$ cat src/rtl/apb_timer_pkg.sv
// Shared definitions for the APB timer completer: register offsets, CTRL bit
// positions, widths and the bus FSM state type.
package apb_timer_pkg;

    localparam int unsigned DATA_W  = 32;
    localparam int unsigned CTRL_W  = 3;
    localparam int unsigned PRESC_W = 16;
    localparam int unsigned WCNT_W  = 4;

    // Word index taken from PADDR[4:2]
    localparam logic [2:0] OFF_CTRL   = 3'd0;
    localparam logic [2:0] OFF_LOAD   = 3'd1;
    localparam logic [2:0] OFF_COUNT  = 3'd2;
    localparam logic [2:0] OFF_STATUS = 3'd3;
    localparam logic [2:0] OFF_PRESC  = 3'd4;

    localparam int unsigned CTRL_EN          = 0;
    localparam int unsigned CTRL_AUTO_RELOAD = 1;
    localparam int unsigned CTRL_IRQ_EN      = 2;

    typedef enum logic {
        ST_IDLE   = 1'b0,
        ST_ACCESS = 1'b1
    } bus_state_e;

endpackage

$ cat src/rtl/apb_timer_core.sv
// Timer datapath: prescaler, down counter, expiry flag and reload/one-shot handling.
// PRESC register exists only when APB_TIMER_PRESCALE_EN is defined.
module apb_timer_core
    import apb_timer_pkg::*;
#(
    parameter int unsigned CNT_W = 32
) (
    input  logic                clk,
    input  logic                rst,
    input  logic                wr_ctrl,
    input  logic                wr_load,
    input  logic                wr_status,
    input  logic                wr_presc,
    input  logic [DATA_W-1:0]   wdata,
    output logic [CTRL_W-1:0]   ctrl,
    output logic [CNT_W-1:0]    load_val,
    output logic [CNT_W-1:0]    count,
    output logic                expired,
    output logic [PRESC_W-1:0]  presc,
    output logic                tick_out
);

    logic [PRESC_W-1:0] presc_cnt;
    logic               tick;
    logic               expire;

`ifdef APB_TIMER_PRESCALE_EN
    always_ff @(posedge clk) begin
        if (rst) begin
            presc <= '0;
        end else if (wr_presc) begin
            presc <= PRESC_W'(wdata);
        end
    end
`else
    logic unused_wr_presc;
    assign unused_wr_presc = wr_presc;
    assign presc           = '0;
`endif

    assign tick   = ctrl[CTRL_EN] && (presc_cnt == presc);
    assign expire = tick && (count == '0);

    // Register writes take priority over timer-driven updates in the same cycle
    always_ff @(posedge clk) begin
        if (rst) begin
            presc_cnt <= '0;
            ctrl      <= '0;
            load_val  <= '0;
            count     <= '0;
            expired   <= 1'b0;
            tick_out  <= 1'b0;
        end else begin
            if (!ctrl[CTRL_EN] || tick) begin
                presc_cnt <= '0;
            end else begin
                presc_cnt <= presc_cnt + PRESC_W'(1);
            end

            if (wr_ctrl) begin
                ctrl <= CTRL_W'(wdata);
            end else if (expire && !ctrl[CTRL_AUTO_RELOAD]) begin
                ctrl[CTRL_EN] <= 1'b0;
            end

            if (wr_load) begin
                load_val <= CNT_W'(wdata);
                count    <= CNT_W'(wdata);
            end else if (tick) begin
                if (count != '0) begin
                    count <= count - CNT_W'(1);
                end else if (ctrl[CTRL_AUTO_RELOAD]) begin
                    count <= load_val;
                end
            end

            // A fresh expiry beats a simultaneous write-one-to-clear
            if (expire) begin
                expired <= 1'b1;
            end else if (wr_status && wdata[0]) begin
                expired <= 1'b0;
            end

            tick_out <= expire;
        end
    end

endmodule

$ cat src/rtl/apb_timer_slave.sv
// APB completer for the down-counting timer: setup/access FSM with WAIT_STATES
// inserted wait cycles and register decode. Optional PRESC via APB_TIMER_PRESCALE_EN.
module apb_timer_slave
    import apb_timer_pkg::*;
#(
    parameter int unsigned WAIT_STATES = 0,
    parameter int unsigned CNT_W       = 32
) (
    input  logic        PCLK,
    input  logic        PRESET,
    input  logic [31:0] PADDR,
    input  logic        PSEL,
    input  logic        PENABLE,
    input  logic        PWRITE,
    input  logic [31:0] PWDATA,
    output logic [31:0] PRDATA,
    output logic        PREADY,
    output logic        irq,
    output logic        tick_out
);

    bus_state_e          state_q;
    bus_state_e          state_d;
    logic [WCNT_W-1:0]   wcnt_q;
    logic [WCNT_W-1:0]   wcnt_d;
    logic                pready_d;

    logic                complete_c;
    logic                wr_c;
    logic [2:0]          idx;
    logic [DATA_W-1:0]   rdata_c;

    logic [CTRL_W-1:0]   ctrl;
    logic [CNT_W-1:0]    load_val;
    logic [CNT_W-1:0]    count;
    logic                expired;
    logic [PRESC_W-1:0]  presc;

    logic                unused_paddr;
    assign unused_paddr = ^{PADDR[31:5], PADDR[1:0]};

    always_ff @(posedge PCLK) begin
        if (PRESET) begin
            state_q <= ST_IDLE;
            wcnt_q  <= '0;
            PREADY  <= 1'b0;
        end else begin
            state_q <= state_d;
            wcnt_q  <= wcnt_d;
            PREADY  <= pready_d;
        end
    end

    // PREADY is registered, so it is precomputed as (next wcnt == 0) while staying in ACCESS
    always_comb begin
        state_d  = state_q;
        wcnt_d   = wcnt_q;
        pready_d = 1'b0;
        case (state_q)
            ST_IDLE: begin
                if (PSEL && !PENABLE) begin
                    state_d  = ST_ACCESS;
                    wcnt_d   = WCNT_W'(WAIT_STATES);
                    pready_d = (WAIT_STATES == 0);
                end
            end
            ST_ACCESS: begin
                if (!PSEL || (PENABLE && PREADY)) begin
                    state_d = ST_IDLE;
                end else begin
                    if (wcnt_q != '0) begin
                        wcnt_d = wcnt_q - WCNT_W'(1);
                    end
                    pready_d = (wcnt_q <= WCNT_W'(1));
                end
            end
            default: state_d = ST_IDLE;
        endcase
    end

    assign complete_c = (state_q == ST_ACCESS) && PSEL && PENABLE && PREADY;
    assign wr_c       = complete_c && PWRITE;
    assign idx        = PADDR[4:2];

    always_comb begin
        rdata_c = '0;
        case (idx)
            OFF_CTRL:   rdata_c = DATA_W'(ctrl);
            OFF_LOAD:   rdata_c = DATA_W'(load_val);
            OFF_COUNT:  rdata_c = DATA_W'(count);
            OFF_STATUS: rdata_c = DATA_W'(expired);
            OFF_PRESC:  rdata_c = DATA_W'(presc);
            default:    rdata_c = '0;
        endcase
    end

    // Read data is driven only in the completing cycle of a read
    assign PRDATA = (complete_c && !PWRITE) ? rdata_c : '0;
    assign irq    = expired && ctrl[CTRL_IRQ_EN];

    apb_timer_core #(
        .CNT_W (CNT_W)
    ) u_core (
        .clk       (PCLK),
        .rst       (PRESET),
        .wr_ctrl   (wr_c && (idx == OFF_CTRL)),
        .wr_load   (wr_c && (idx == OFF_LOAD)),
        .wr_status (wr_c && (idx == OFF_STATUS)),
        .wr_presc  (wr_c && (idx == OFF_PRESC)),
        .wdata     (PWDATA),
        .ctrl      (ctrl),
        .load_val  (load_val),
        .count     (count),
        .expired   (expired),
        .presc     (presc),
        .tick_out  (tick_out)
    );

endmodule

$ cat config.mk
export PLATFORM = sky130hd
export DESIGN_NAME = apb_timer_slave
export DESIGN_NICKNAME = d
export VERILOG_FILES = /design/src/rtl/apb_timer_pkg.sv /design/src/rtl/apb_timer_core.sv /design/src/rtl/apb_timer_slave.sv
export SDC_FILE = /design/constraint.sdc
export NUM_CORES = 1
export LEC_CHECK = 0
export BUFFER_PORTS_ARGS = -buffer_cell sky130_fd_sc_hd__buf_2
export CELL_PAD_IN_SITES_DETAIL_PLACEMENT = 1
export CELL_PAD_IN_SITES_GLOBAL_PLACEMENT = 1
export CORE_ASPECT_RATIO = 0.5
export CORE_MARGIN = 8
export CORE_UTILIZATION = 40
export DETAILED_ROUTE_END_ITERATION = 12
export PLACE_DENSITY = 0.87
export SKIP_CTS_REPAIR_TIMING = 1
export SYNTH_ARGS = -nofsm -noshare
export SYNTH_HDL_FRONTEND = slang
export SYNTH_SLANG_ARGS = --single-unit
$ cat constraint.sdc
create_clock -name PCLK -period 3.1 [get_ports PCLK]
set_input_delay 0.465 -clock PCLK [delete_from_list [all_inputs] [get_ports PCLK]]
set_output_delay 0.465 -clock PCLK [all_outputs]
set_load 0.005 [all_outputs]
**Yosys cells after proc, flatten, opt, wreduce, memory -nomap -nowiden**

Index checks and enable logic that the tools add are counted.
Widths: inputs -> output; s select.

- Flip-flop bits (word level): 91
- Input bits: 69
- Output and inout bits: 35
- Word-level logic and storage cells: 74

- $add $sub $neg: 3
- Magnitude comparators: 1
- Equality and inequality tests: 6
- Muxes and demuxes: 19
- Bitwise gates (word level): 1
- Reduce and logical (&&, ||, !) cells: 34

Operator list:

| cell | count |
|---|---|
| $mux 32 | 5 |
| $pmux 32 s4 | 1 |
| $logic_not 32->1 | 1 |
| $reduce_bool 32->1 | 1 |
| $sub 32x1->32 const B | 1 |
| $add 16x1->16 const B | 1 |
| $logic_not 16->1 | 1 |
| $logic_and 1x1->1 | 15 |
| $mux 4 | 3 |
| $pmux 4 s2 | 1 |
| $mux 1 | 7 |
| $eq 3x2->1 const B | 2 |
| $reduce_bool 2->1 | 3 |
| $logic_not 1->1 | 5 |
| $le 4x1->1 const B | 1 |
| $ne 2x2->1 const B | 2 |
| $pmux 1 s2 | 2 |
| $reduce_bool 4->1 | 1 |
| $sub 4x1->4 const B | 1 |
| $eq 3x1->1 const B | 1 |
| $logic_not 3->1 | 1 |
| $reduce_and 3->1 | 1 |
| $reduce_bool 3->1 | 1 |
| $logic_or 1x1->1 | 2 |
| 4 further kinds | 4 |

**Depth between registers and ports, before layout**

- Depth in word-level cells: 8
- Gate-level depth with buffers: 11
- Mapped depth without buffers: 8

**Hierarchy**

Synthesis repeated with hierarchy kept, for this count alone.

- Cells, all modules: 756
- Area, all modules: 5709.2 um^2

By module, submodules not included:

| module | times used | cells an instance | area an instance (um^2) | seq. area each (um^2) |
|---|---|---|---|---|
| apb_timer_core | 1 | 570 | 4478.0 | 1701.6 |
| apb_timer_slave | 1 | 186 | 1231.2 | 120.1 |

**Least setup slack after synthesis**

No wires, ideal clock.

- Path type: register -> register
- Start point: register u_core.count[12]
- End point: register u_core.count[21]
- Setup time: 91 ps
- Arrival time: 2300 ps
- Setup slack: 709 ps
- Cell stages (with the launch flop): 9
- Path buffers: 3
- Period minus slack after synthesis: 2391 ps
- Path through: dfxtp_1 -> buf_6 -> or4_4 -> or2_1 -> or3_1 -> buf_6 -> buf_6 -> a211o_1 -> a311oi_1

- Cells in the longest elaborated chain, start to end: 4
- Elaborated cells on any way between the ends: 7
- Those cells by class: add/sub: 1; mux: 3; reduce/logical: 3

RTL lines:

| element | RTL line | text |
|---|---|---|
| start: declaration | apb_timer_core.sv:17 | `output logic [CNT_W-1:0] count,` |
| start signal: assignment | apb_timer_core.sv:68 | `count <= CNT_W'(wdata);` |
| start signal: assignment | apb_timer_core.sv:71 | `count <= count - CNT_W'(1);` |
| start signal: assignment | apb_timer_core.sv:73 | `count <= load_val;` |
| $sub 32x1->32 / $reduce_bool 32->1 (equally long branches) | apb_timer_core.sv:71, apb_timer_core.sv:70 |  |
| $mux 32 | apb_timer_core.sv:70 | `if (count != '0) begin` |
| $mux 32 | apb_timer_core.sv:69 | `end else if (tick) begin` |
| $mux 32 | apb_timer_core.sv:66 | `if (wr_load) begin` |

Several ways; a longest one is shown, not always the timed one. The select of a mux whose other input is x is not followed.
A chain may end at the register's enable or synchronous reset.

**Worst setup path in the final report**

- Start point: register state_q
- End point: output PRDATA[14]

- Cells in the longest elaborated chain, start to end: 5

RTL lines:

| element | RTL line | text |
|---|---|---|
| start: declaration | apb_timer_slave.sv:22 | `bus_state_e state_q;` |
| start signal: assignment | apb_timer_slave.sv:48 | `state_q <= state_d;` |
| $logic_and 1x1->1 (3 in series) | apb_timer_slave.sv:81 | `assign complete_c = (state_q == ST_ACCESS) && PSEL && PENABLE && PREADY;` |
| $logic_and 1x1->1 | apb_timer_slave.sv:98 | `assign PRDATA = (complete_c && !PWRITE) ? rdata_c : '0;` |
| $mux 32 | apb_timer_slave.sv:98 |  |
| end: declaration | apb_timer_slave.sv:16 | `output logic [31:0] PRDATA,` |

Every way passes these cells.

==> results.txt <==
Setup crit end kind: output port
Top cells by count, synth: 121 x nor2_1, 98 x nand2_1, 91 x dfxtp_1
Met1 WL: 7533 um
Die Area: 16800 um2
Routed met3 length: 809 um
CTS Root Buffer Type: clkbuf_16
Chip Height: 95.74 um
Max incr delay on CP: 0.71 ns
VDD IR max: 249.6 uV
Largest cells by area after synthesis: dfxtp_1 36%, nor2_1 8.9%, nand2_1 7.2%, a22oi_1 4.3%, a21oi_1 4.1%
Clock sink count: 91
Tightest Hold Check Type: primary input to register
Dominant register cell in the synthesized netlist: dfxtp_1
Area grow syn2layout: 16.36%
Final setup violation count: 0
Met2 WL: 7767 um
WP data arrival: 2.37 ns
Starting density of the core: 40.51%
Max_slew headroom: 36.45%
MaxCap Viol Count: 0
Leak: 2.101 nW
Num ports: 104
Slowest-stage cell, CP: or3_1
Final ANT Viol Nets: 0
Fin util: 47.14%
RSZ-0062 raised after global routing: false
Final TNS setup: 0 ns
Final period utilization: 91.53%
Post-Syn Nets: 752
H-tree levels: 3
Global-route wire length before repair: 26990 um
Final Hold Vio Count: 0
Power per cell area: 418.7 nW/um2
CTS tree: yes
Nets: 806
GRT Util Overall: 19.53%
WS Path Type: register to output port
Routed Wire Length: 16370 um
# fillers: 1626
Crit path required time: 2.63 ns
Skew-Pair Late Insertion Delay: 0.35 ns
Critical Path Source Type: register
Vias in the first global route: 5390
Final min period: 2.838 ns
# diodes: 0
Std cell rows: 29
Worst Skew: 0.009527 ns
Longest Clk Path Bufs: 2
DP HPWL: 11180 um
RD Place Congestion: 0.8129
Total vias in the final route: 5202
Yosys cell types: 51
Most common cell in the netlist: nor2_1
Max-slew violation count: 0
Flop and latch count out of synthesis: 91
Worst-path clk slew: 0.07 ns
Share of the synthesized area in the top cell type: 35.82%
Via density per instance: 5.748
Synth Warn #: 0
Die width: 175.5 um
Post-synthesis cell area: 5086 um2
Share of layout cells above drive strength 1: 16.33%
Top sig layer: met4
Status: completed
Post-synth EDFFs: 0
Iter 0 DRT Violations: 300
Worst path cell trace: nand4_1, or3_1, buf_4, nor2_1, buf_2
Fmax: 352.4 MHz
Largest net degree at the start of global routing: 62
Post-synth ARST share: 0%
Syn Inst Count: 676
Initial antenna violation count: 0
GRT overflow: 0
Post-synth top area cell: dfxtp_1
DR WL/cell: 18.09 um
Register area share after synthesis: 35.82%
Detailed-route DRC error count: 0
Worst Max-Slew Pin Slew: 0.9445 ns
CP Max Fanout: 17
Port-buffer cells: 74
Router iterations before antenna repair: 4
CTS buffer count: 9
Avg Inst Size Synth: 7.524 um2
Core area: 12550 um2
==> worst max-delay path, delay by kind of cell, from the launching register on <==
| family | cells | cell delay [ns] |
|---|---|---|
| buf+inv | 2 | 0.48 |
| simple gates | 3 | 1.16 |
| flops | 1 | 0.37 |
==> cell usage in the layout, fill, tap and decap left out, types with 2 or more instances in the layout <==
master and n:
nor2_1 120, nand2_1 98, dfxtp_1 91, buf_2 74
a21oi_1 42, a22oi_1 29, xor2_1 20, xnor2_1 19
a311oi_1 19, nor3_1 18, nand3_1 18, buf_4 16
inv_1 15, o211ai_1 14, nor4_1 12, o21ai_0 12
a211o_1 10, or3_1 9, clkbuf_16 9, nand4_1 8
ha_1 7, a31oi_1 6, a211oi_1 6, mux2i_1 5
or4_1 5, nand2b_1 3, nor2b_1 3, nor4_2 3
nor3b_1 3, o21a_1 3, o22ai_1 3, and2_1 2
nor3_2 2, and4_1 2, or2_2 2, o31ai_1 2
o41ai_1 2, clkbuf_1 2, bufinv_16 2, clkinv_2 2
==> state kept, by name, summed over array words and instances, names as in the netlist <==
name,flops
PREADY,1
u_core.presc_cnt,16
u_core.ctrl,3
u_core.load_val,32
state_q,1
u_core.expired,1
u_core.count,32
wcnt_q,4
u_core.tick_out,1
==> logic make-up after synthesis <==
group                    Yosys count  share of synthesized area (%)
AO/OA/AOI/OAI                    154                          20.76
XOR/XNOR                          39                          6.716
adder cells (fa/ha/maj)            7                          1.722
buffers and inverters             63                          5.363
flip-flops                        91                          35.82
multiplexers                       6                          1.427
AND/OR/NAND/NOR                  316                          28.19
==> through the flow <==
stage          total power, mW  area [um2]  hold slack, ns  cells  worst slack (ns)
2_1_floorplan            1.268        5086          0.4425    676            0.7086
3_3_place_gp             1.318        5608          0.4584    889            0.4569
3_5_place_dp             1.324        5608          0.4644    889            0.3654
4_1_cts                  2.496        5918          0.3694    905            0.2545
5_1_grt                  2.554        5918          0.3807    905            0.1340
6_report                 2.478        5918          0.3774    905            0.2625
==> routing by layer <==
| layer | up-vias | track usage, % |
|---|---|---|
| li1 | 2500 | - |
| met1 | 2549 | 24.28 |
| met2 | 131 | 33.62 |
| met3 | 22 | 4.659 |
| met4 | 0 | 6.027 |
| met5 | - | 0 |
==> worst paths after layout <==
path,slack (ns),cells past startpoint,to,startpoint
hold / removal,0.38,3,u_core.load_val[29]$_SDFFE_PP0P_,PWDATA[29]
hold reg to reg,0.47,2,u_core.load_val[1]$_SDFFE_PP0P_,u_core.load_val[1]$_SDFFE_PP0P_
setup / recovery,0.26,5,PRDATA[14],state_q$_SDFF_PP0_
setup reg to reg,0.34,6,u_core.count[16]$_SDFFE_PP0P_,u_core.count[16]$_SDFFE_PP0P_
==> layout make-up <==
type	instances	area, um2	area share, %
Sequential cell	91	1822	30.78
Tap cell	170	212.7	3.594
Inverter	15	56.30	0.9514
Clock inverter	5	77.57	1.311
Clock buffer	11	232.7	3.932
Multi-Input combinational cell	522	3007	50.80
Timing Repair Buffer	91	510.5	8.626
==> report_power, final <==
| part | switching [mW] | leakage, nW | internal, mW |
|---|---|---|---|
| clock | 0.474 | 0.150 | 0.705 |
| combinational | 0.0748 | 1.22 | 0.0436 |
| sequential | 0.00584 | 0.733 | 1.17 |
| total | 0.554 | 2.10 | 1.92 |
Note: power is estimated with default switching activity, not from simulation.
